File: src/rtl/neural_stage_ctrl.sv
// Sequencing controller for a pipelined neural_stage: counts taps and vectors of a batch,
// tracks samples through the datapath latency and aligns bias addressing with its output.
module neural_stage_ctrl #(
    parameter int unsigned TAPS    = 16,
    parameter int unsigned LATENCY = 18,
    parameter int unsigned VEC_W   = 16,
    localparam int unsigned TAP_W  = $clog2(TAPS)
) (
    input  logic             clk,
    input  logic             reset,
    input  logic             start,
    input  logic [VEC_W-1:0] num_vectors,
    input  logic             error_mode_cfg,
    input  logic             in_valid,
    output logic             in_ready,
    output logic             first,
    output logic             error_mode,
    output logic             error_first,
    output logic [TAP_W-1:0] tap_index,
    output logic [VEC_W-1:0] bias_addr,
    output logic             bias_valid,
    output logic             out_valid,
    output logic             busy,
    output logic             done
);

    typedef enum logic [1:0] {
        S_IDLE  = 2'd0,
        S_RUN   = 2'd1,
        S_DRAIN = 2'd2,
        S_DONE  = 2'd3
    } state_e;

    state_e             state_q, state_d;
    logic [TAP_W-1:0]   tap_cnt_q, tap_cnt_d;
    logic [VEC_W-1:0]   vec_cnt_q, vec_cnt_d;
    logic [VEC_W-1:0]   num_q, num_d;
    logic               err_mode_q, err_mode_d;
    logic [VEC_W-1:0]   bias_cnt_q, bias_cnt_d;
    logic [LATENCY-1:0] acc_sr_q, acc_sr_d;
    logic [LATENCY-1:0] fst_sr_q, fst_sr_d;

    logic accept_c;
    logic first_c;
    logic last_tap_c;
    logic last_vec_c;

    assign accept_c   = in_valid && (state_q == S_RUN);
    assign first_c    = accept_c && (tap_cnt_q == '0);
    assign last_tap_c = (tap_cnt_q == TAP_W'(TAPS - 1));
    assign last_vec_c = (vec_cnt_q == (num_q - VEC_W'(1)));

    // Delay line mirroring the datapath: one {accept, first} pair enters per cycle.
    if (LATENCY > 1) begin : g_sr_deep
        always_comb begin
            acc_sr_d = {acc_sr_q[LATENCY-2:0], accept_c};
            fst_sr_d = {fst_sr_q[LATENCY-2:0], first_c};
        end
    end else begin : g_sr_single
        always_comb begin
            acc_sr_d = accept_c;
            fst_sr_d = first_c;
        end
    end

    always_comb begin
        state_d    = state_q;
        tap_cnt_d  = tap_cnt_q;
        vec_cnt_d  = vec_cnt_q;
        num_d      = num_q;
        err_mode_d = err_mode_q;
        bias_cnt_d = bias_cnt_q;

        if (bias_valid) begin
            bias_cnt_d = bias_cnt_q + VEC_W'(1);
        end

        if (accept_c) begin
            tap_cnt_d = tap_cnt_q + TAP_W'(1);
            if (last_tap_c) begin
                vec_cnt_d = vec_cnt_q + VEC_W'(1);
            end
        end

        case (state_q)
            S_IDLE: begin
                if (start) begin
                    err_mode_d = error_mode_cfg;
                    if (num_vectors != '0) begin
                        state_d    = S_RUN;
                        num_d      = num_vectors;
                        tap_cnt_d  = '0;
                        vec_cnt_d  = '0;
                        bias_cnt_d = '0;
                    end else begin
                        state_d = S_DONE;
                    end
                end
            end
            S_RUN: begin
                // Completion is caught at count-1, so vec_cnt never wraps.
                if (accept_c && last_tap_c && last_vec_c) begin
                    state_d = S_DRAIN;
                end
            end
            S_DRAIN: begin
                if (!(|acc_sr_d)) begin
                    state_d = S_DONE;
                end
            end
            S_DONE: begin
                state_d = S_IDLE;
            end
            default: begin
                state_d = S_IDLE;
            end
        endcase
    end

    always_ff @(posedge clk) begin
        if (!reset) begin
            state_q    <= S_IDLE;
            tap_cnt_q  <= '0;
            vec_cnt_q  <= '0;
            num_q      <= '0;
            err_mode_q <= 1'b0;
            bias_cnt_q <= '0;
            acc_sr_q   <= '0;
            fst_sr_q   <= '0;
        end else begin
            state_q    <= state_d;
            tap_cnt_q  <= tap_cnt_d;
            vec_cnt_q  <= vec_cnt_d;
            num_q      <= num_d;
            err_mode_q <= err_mode_d;
            bias_cnt_q <= bias_cnt_d;
            acc_sr_q   <= acc_sr_d;
            fst_sr_q   <= fst_sr_d;
        end
    end

    assign in_ready    = (state_q == S_RUN);
    assign first       = first_c;
    assign error_mode  = err_mode_q;
    assign error_first = first_c && err_mode_q;
    assign tap_index   = tap_cnt_q;
    assign bias_addr   = bias_cnt_q;
    assign bias_valid  = fst_sr_q[LATENCY-1];
    assign out_valid   = acc_sr_q[LATENCY-1];
    assign busy        = (state_q != S_IDLE);
    assign done        = (state_q == S_DONE);

endmodule

File: config.mk
export PLATFORM = sky130hd
export DESIGN_NAME = neural_stage_ctrl
export DESIGN_NICKNAME = d
export VERILOG_FILES = /design/src/rtl/neural_stage_ctrl.sv
export SDC_FILE = /design/constraint.sdc
export NUM_CORES = 1
export LEC_CHECK = 0
export CORE_MARGIN = 2
export CORE_UTILIZATION = 46
export DETAILED_ROUTE_END_ITERATION = 10
export DONT_BUFFER_PORTS = 1
export SLEW_MARGIN = 5
export SYNTH_ARGS = -nofsm -noshare
export SYNTH_HDL_FRONTEND = slang
export SYNTH_SLANG_ARGS = --single-unit
File: constraint.sdc
create_clock -name clk -period 2.81 [get_ports clk]
set_input_delay 0.843 -clock clk [delete_from_list [all_inputs] [get_ports clk]]
set_output_delay 0.843 -clock clk [all_outputs]
set_load 0.1 [all_outputs]
==> metrics.yaml, run 1 <==
status: "finished, final reports clean"
dr_total_vias: 3019
fin_cells: 568
design_area_mm2: 0.00454
clock.fmax_mhz: 391
min_to: "fst_sr_q[1]"
crit_fanout: 6
hold_violations: 0
numCtsBuffers: 9
hold_depth: 1
start_util_pct: 46.7
hold_start: "fst_sr_q[0]"
synth_area_mm2: 0.00401
total_power_mw: 3.39
place.gp.congestion: 0.947
h-tree-depth: 3
synth_area_leaders: "dfxtp_1, xor2_1, and2_1"
grt_first_pass_wirelength_um: 13800
synth_flop_cell: "dfxtp_1"
worst_skew_pair.late_latency_ns: 0.35
areaGrowthSynthToFinish_pct: 13.3
post-route-period-util_pct: 91.1
antenna_found_initial: 0
seq_area_mm2: 0.00182
r2r-start: "num_q[1]"
synth_edf_count: 0
finClkSkew_ns: 0.0119
multi_input_area_mm2: 0.00211
pwr_density_cell_mw_per_mm2: 746
async_reset_ff_share_pct: 0
drt_iter0_drc: 146
start_kind: "flip-flop"
synth_seq_area_share_pct: 45.4
period_minus_slack_ns: 2.56
tightest_slew_ns: 0.623
clockBufferDepth: 2
grt_max_degree: 38
hold_ws_ns: 0.428
die_h_um: 97.4
hold_buffers: 0
synth_seq_cells: 91
synth_common_cells: "dfxtp_1, nor2_1, and2_1"
cp.arrival_ns: 1.72
antenna_cells: 0
relSlewSlack_pct: 58.4
antenna_left: 0
finalNetCount: 486
cts_tree: "yes"
maxCapViolCount: 0
dp_hpwl_um: 5860
fp.dieW_um: 97.4
syn_nets: 464
setup_viol: 0
vias_per_cell: 5.32
dpl_cell_area_mm2: 0.00435
ios: 49
avgSynthCellArea_um2: 9.26
die-area_mm2: 0.00948
setup_tns_ns: 0
fillers: 825
yosysTopAreaCell: "dfxtp_1"
core_area_mm2: 0.00859
yosysMostFrequentCell: "dfxtp_1"
drc_errors: 0
startpoint: "state_q[0]"
overflow: 0
crit_type: "reg -> out"
yosysTopAreaCellShare_pct: 45.4
numPortBuffers: 0
wl_um: 8050
fin_util_pct: 52.9
power_leakage_nw: 1.80
grt_usage_pct: 17.7
slew_viol_final: 0
worst_ep_required_time_ns: 1.97
grt_pass1_vias: 2944
yosys_warnings: 0
irDropWorstVdd_mv: 0.771
critPathCaptureType: "output pin"
drive_gt1_share_pct: 14.1
rsz0062_at_grt: "no"
reg2reg_to: "state_q[1]"
clkTransAtPathRegs_ns: 0.10
pre_cts_ws_ns: 0.197
firstDrtPassIters: 4
clock-sinks: 91
rows: 34
ys_types: 45
rrSetupSlack_ns: 0.29
rr_worst_depth: 9
fin_ws_ns: 0.251
cts_root_buf: "clkbuf_8"
place_inst: 551
syn_inst: 433
wl_per_cell_um: 14.2
hp-class: "reg -> reg"
## critical path, cell delays in order, from the launching register on
cell	delay (ns)
dfxtp_1	0.45
ha_4	0.21
nand2_8	0.07
nor4b_4	0.27
and2_4	0.19
buf_12	0.16
## kinds of logic after synthesis
kind of cell / synth area share (%)
buf+inv: 3.18
simple gates: 26.7
fa+ha+maj: 3.12
compound gates: 6.80
xor+xnor: 10.3
flops: 45.4
mux: 4.49
## flip-flops by register name, summed over array words and instances (netlist names)
signal,count
acc_sr_q,18
fst_sr_q,18
bias_addr,16
num_q,16
vec_cnt_q,16
tap_index,4
state_q,2
error_mode,1
## timing repair
item / 4_1_cts / 5_1_grt
hold endpoints to repair: 0 / 0
buffers inserted: 0 / 1
endpoints found under the setup margin: 0 / 2
resized for setup: 0 / 2
## worst max-delay path by stage
stage,endpoint,depth (start not counted)
after floorplan,error_first,3
final,error_first,5
after detailed placement,state_q[0],9
after global routing,state_q[1],9
after global placement,state_q[0],9
after CTS,state_q[1],9
## report_power, final
group	total, mW	internal, mW	switching (mW)
clock network	0.826	0.336	0.491
logic	1.11	0.413	0.695
registers	1.45	1.36	0.0987
## layout make-up
cell class	count	share of cell area [%]
flip-flops and latches	91	40.2
repair buffers	33	5.73
inverters	8	0.661
well taps	108	2.98
multi-input cells	312	46.5
clock buffers	9	2.73
clock inverters	7	1.27
## routing by layer
metal	part of all wire (%)	global-route usage (%)
met5	0	0
met2	46	27.7
met3	4.3	3.74
met1	49	24.1
met4	0.86	6.94
## layout by cell type (no fill, tap or decap), types with 3 or more instances in the layout
master     n
dfxtp_1   89
nor2_1    55
and2_1    38
buf_4     32
xor2_1    31
nand2_1   20
mux2i_1   18
xnor2_1   16
nand3_1   15
nand4_1   13
a21oi_1   13
nor4_1    11
and3_1    10
ha_1       9
clkbuf_8   9
inv_1      7
o21ai_0    7
or3_1      7
nor3_1     6
a31oi_1    5
nor2b_1    3
a221oi_1   3
inv_6      3
(Power assumes the default switching activity.)
==> run 2, diff against run 1 <==
--- a/config.mk
+++ b/config.mk
@@ -5,10 +5,13 @@
 export SDC_FILE = /design/constraint.sdc
 export NUM_CORES = 1
 export LEC_CHECK = 0
+export ABC_AREA = 1
 export CORE_MARGIN = 2
 export CORE_UTILIZATION = 46
+export CTS_CLUSTER_SIZE = 40
 export DETAILED_ROUTE_END_ITERATION = 10
 export DONT_BUFFER_PORTS = 1
+export PLACE_DENSITY = 0.57
 export SLEW_MARGIN = 5
 export SYNTH_ARGS = -nofsm -noshare
 export SYNTH_HDL_FRONTEND = slang
==> run 2 against run 1 <==
  * Clock skew rose by 0.0027 ns
  * Core utilization up 0.91 points
  * Largest cell class unchanged
  * Maximum frequency shrank 3.6%
  * Non-clock buffer count is 1 lower
  * Synthesized cell count rose by 28%
  * Sequential power about the same
  * Critical path depth grew 2
  * Via count increased by 12%
  * Wire length is 2.0% higher
  * Combinational power is 6% higher
==> metrics.yaml, run 2 <==
status: "finished, final reports clean"
antenna_found_initial: 0  # unchanged
h-tree-depth: 3  # unchanged
pwr_density_cell_mw_per_mm2: 762  # +2.1%
yosysTopAreaCell: "dfxtp_1"
finalNetCount: 617  # +27%
fillers: 877  # +6.3%
vias_per_cell: 4.86  # -8.6%
ios: 49  # unchanged
antenna_cells: 0  # unchanged
cp.arrival_ns: 1.81  # +0.09 ns
numPortBuffers: 0  # unchanged
layout_commonest_cell: "nand2_1"
post-route-period-util_pct: 94.5  # +3.4 points
drive_gt1_share_pct: 11.3  # -2.8 points
synth_edf_count: 0  # unchanged
ys_types: 36  # -20%
cts_tree: "yes"
maxCapViolCount: 0  # unchanged
startpoint: "state_q[1]"
reg.largest.list: "acc_sr_q: 18 flops, fst_sr_q: 18 flops"
die-area_mm2: 0.00959  # +1.2%
antenna_left: 0  # unchanged
hold_buffers: 0  # unchanged
slew_viol_final: 0  # unchanged
cp_slowest_cell: "dfxtp_1"
overflow: 0  # unchanged
grt_pass1_vias: 3212  # +9.1%
hp-class: "reg -> reg"
cts_setup_buffers: 0  # unchanged
synth_seq_cells: 91  # unchanged
fp.dieW_um: 98.0  # +0.60%
firstDrtPassIters: 4  # unchanged
rows: 34  # unchanged
r2r-start: "state_q[1]"
grt_max_degree: 57  # +50%
syn_nets: 585  # +26%
syn_inst: 554  # +28%
clock.fmax_mhz: 377  # -3.6%
drc_errors: 0  # unchanged
clockBufferDepth: 2  # unchanged
die_h_um: 98.0  # +0.60%
finClkSkew_ns: 0.0146  # +0.00268 ns
numCtsBuffers: 9  # unchanged
multi_input_area_mm2: 0.00189  # -10%
path_cells: "inv_1 > ha_2 > nand2_2 > clkinv_2 > nand4_1 > clkinvlp_4 > buf_12"
start_util_pct: 47.0  # +0.35 points
setup_viol: 0  # unchanged
areaGrowthSynthToFinish_pct: 14.4
critPathCaptureType: "output pin"
rsz0062_at_grt: "no"
wl_um: 8210  # +2.0%
drt_iter0_drc: 99  # -32%
yosysMostFrequentCell: "nand2_1"
power_leakage_nw: 2.23  # +24%
total_power_mw: 3.54  # +4.4%
cts_root_buf: "clkbuf_8"
avgSynthCellArea_um2: 7.33  # -21%
grt_first_pass_wirelength_um: 14300  # +3.2%
period_minus_slack_ns: 2.65  # +0.0960 ns
most-common-layout-cells: "nand2_1, dfxtp_1, nor2_1"
synth_area_leaders: "dfxtp_1, nand2_1, nor2_1"
yosysTopAreaCellShare_pct: 44.9  # -0.56 points
dr_total_vias: 3395  # +12%
cp_slowest_stage_delay_ns: 0.39  # -0.06 ns
tightest_slew_ns: 0.504  # -0.120 ns
async_reset_ff_share_pct: 0  # unchanged
grt_usage_pct: 18.0  # +0.26 points
crit_fanout: 5  # -1
yosys_warnings: 0  # unchanged
hold_ws_ns: 0.408  # -0.0204 ns
hold_violations: 0  # unchanged
start_kind: "flip-flop"
crit_type: "reg -> out"
synth_seq_area_share_pct: 44.9  # -0.56 points
relSlewSlack_pct: 66.3  # +7.9 points
seq_area_mm2: 0.00182  # unchanged
synth_area_mm2: 0.00406  # +1.2%
synth_common_cells: "nand2_1, dfxtp_1, nor2_1"
cts_resized: 0  # unchanged
dp_hpwl_um: 6220  # +6.1%
setup_tns_ns: 0  # unchanged
worst_ep_required_time_ns: 1.97  # about the same
place.gp.congestion: 0.831  # -12%
irDropWorstVdd_mv: 0.412  # -47%
core_area_mm2: 0.00864  # +0.50%
synth_flop_cell: "dfxtp_1"
worst_skew_pair.late_latency_ns: 0.36  # about the same
hold_start: "fst_sr_q[8]"
clkTransAtPathRegs_ns: 0.09  # about the same
clock-sinks: 91  # unchanged
wl_per_cell_um: 11.7  # -17%
## run 2: cell types whose count changed after synthesis, sizes merged, moves of 7 or more
cell	change
a21oi	+14
inv	+73
and2	-38
mux2i	-18
clkbuf	-9
xnor2	-7
or3	-7
nand3	+8
o21ai	+15
and3	-9
nand2	+103
xor2	-12
nor2	+31
## run 2: logic make-up after synthesis
kind of cell	share of synthesized area, %
simple gates	30.3
buf+inv	8.81
flops	44.9
compound gates	6.87
xor+xnor	6.04
fa+ha+maj	3.08
## run 2: area by class of cell
| cell class | instances | share of cell area [%] |
|---|---|---|
| clock buffers | 9 | 2.67 |
| clock inverters | 7 | 1.62 |
| inverters | 83 | 6.82 |
| multi-input cells | 369 | 40.7 |
| flip-flops and latches | 91 | 39.3 |
| well taps | 108 | 2.91 |
| repair buffers | 32 | 5.98 |
## run 2: worst max-delay path, delay by kind of cell, from the launching register on
kind / cells / cell delay, ns
buffers and inverters: 4 / 0.56
AND/OR/NAND/NOR: 2 / 0.33
adder cells (fa/ha/maj): 1 / 0.19
flip-flops: 1 / 0.39
## run 2: per-stage QoR
| step | cell area, µm² | cells | utilization (%) | worst slack [ns] |
|---|---|---|---|---|
| CTS | 4640 | 699 | 53.8 | 0.116 |
| global placement | 4440 | 683 | 51.5 | 0.371 |
| finish | 4640 | 699 | 53.8 | 0.155 |
| global route | 4640 | 699 | 53.8 | 0.0505 |
| floorplan | 4080 | 554 | - | 0.00309 |
| detailed placement | 4440 | 683 | 51.5 | 0.343 |
## run 2: worst paths after layout
check	to	slack, ns	cells after the start
hold / removal	fst_sr_q[9]	0.41	2
hold reg to reg	fst_sr_q[9]	0.41	2
setup reg to reg	state_q[0]	0.63	15
setup / recovery	first	0.16	7
## run 2: report_power, final
group	total [mW]	leakage [nW]	switching [mW]	internal (mW)
clock	0.885	0.104	0.468	0.417
combinational	1.18	1.39	0.822	0.361
sequential	1.47	0.738	0.0890	1.38
total	3.54	2.23	1.38	2.16
## run 2: per-layer routing
metal	GRT usage (%)	part of all wire [%]	vias up
met5	0	0	-
met1	22.6	47	1530
li1	-	-	1796
met2	29.9	48	51
met3	3.51	2.8	18
met4	8.23	2.4	0
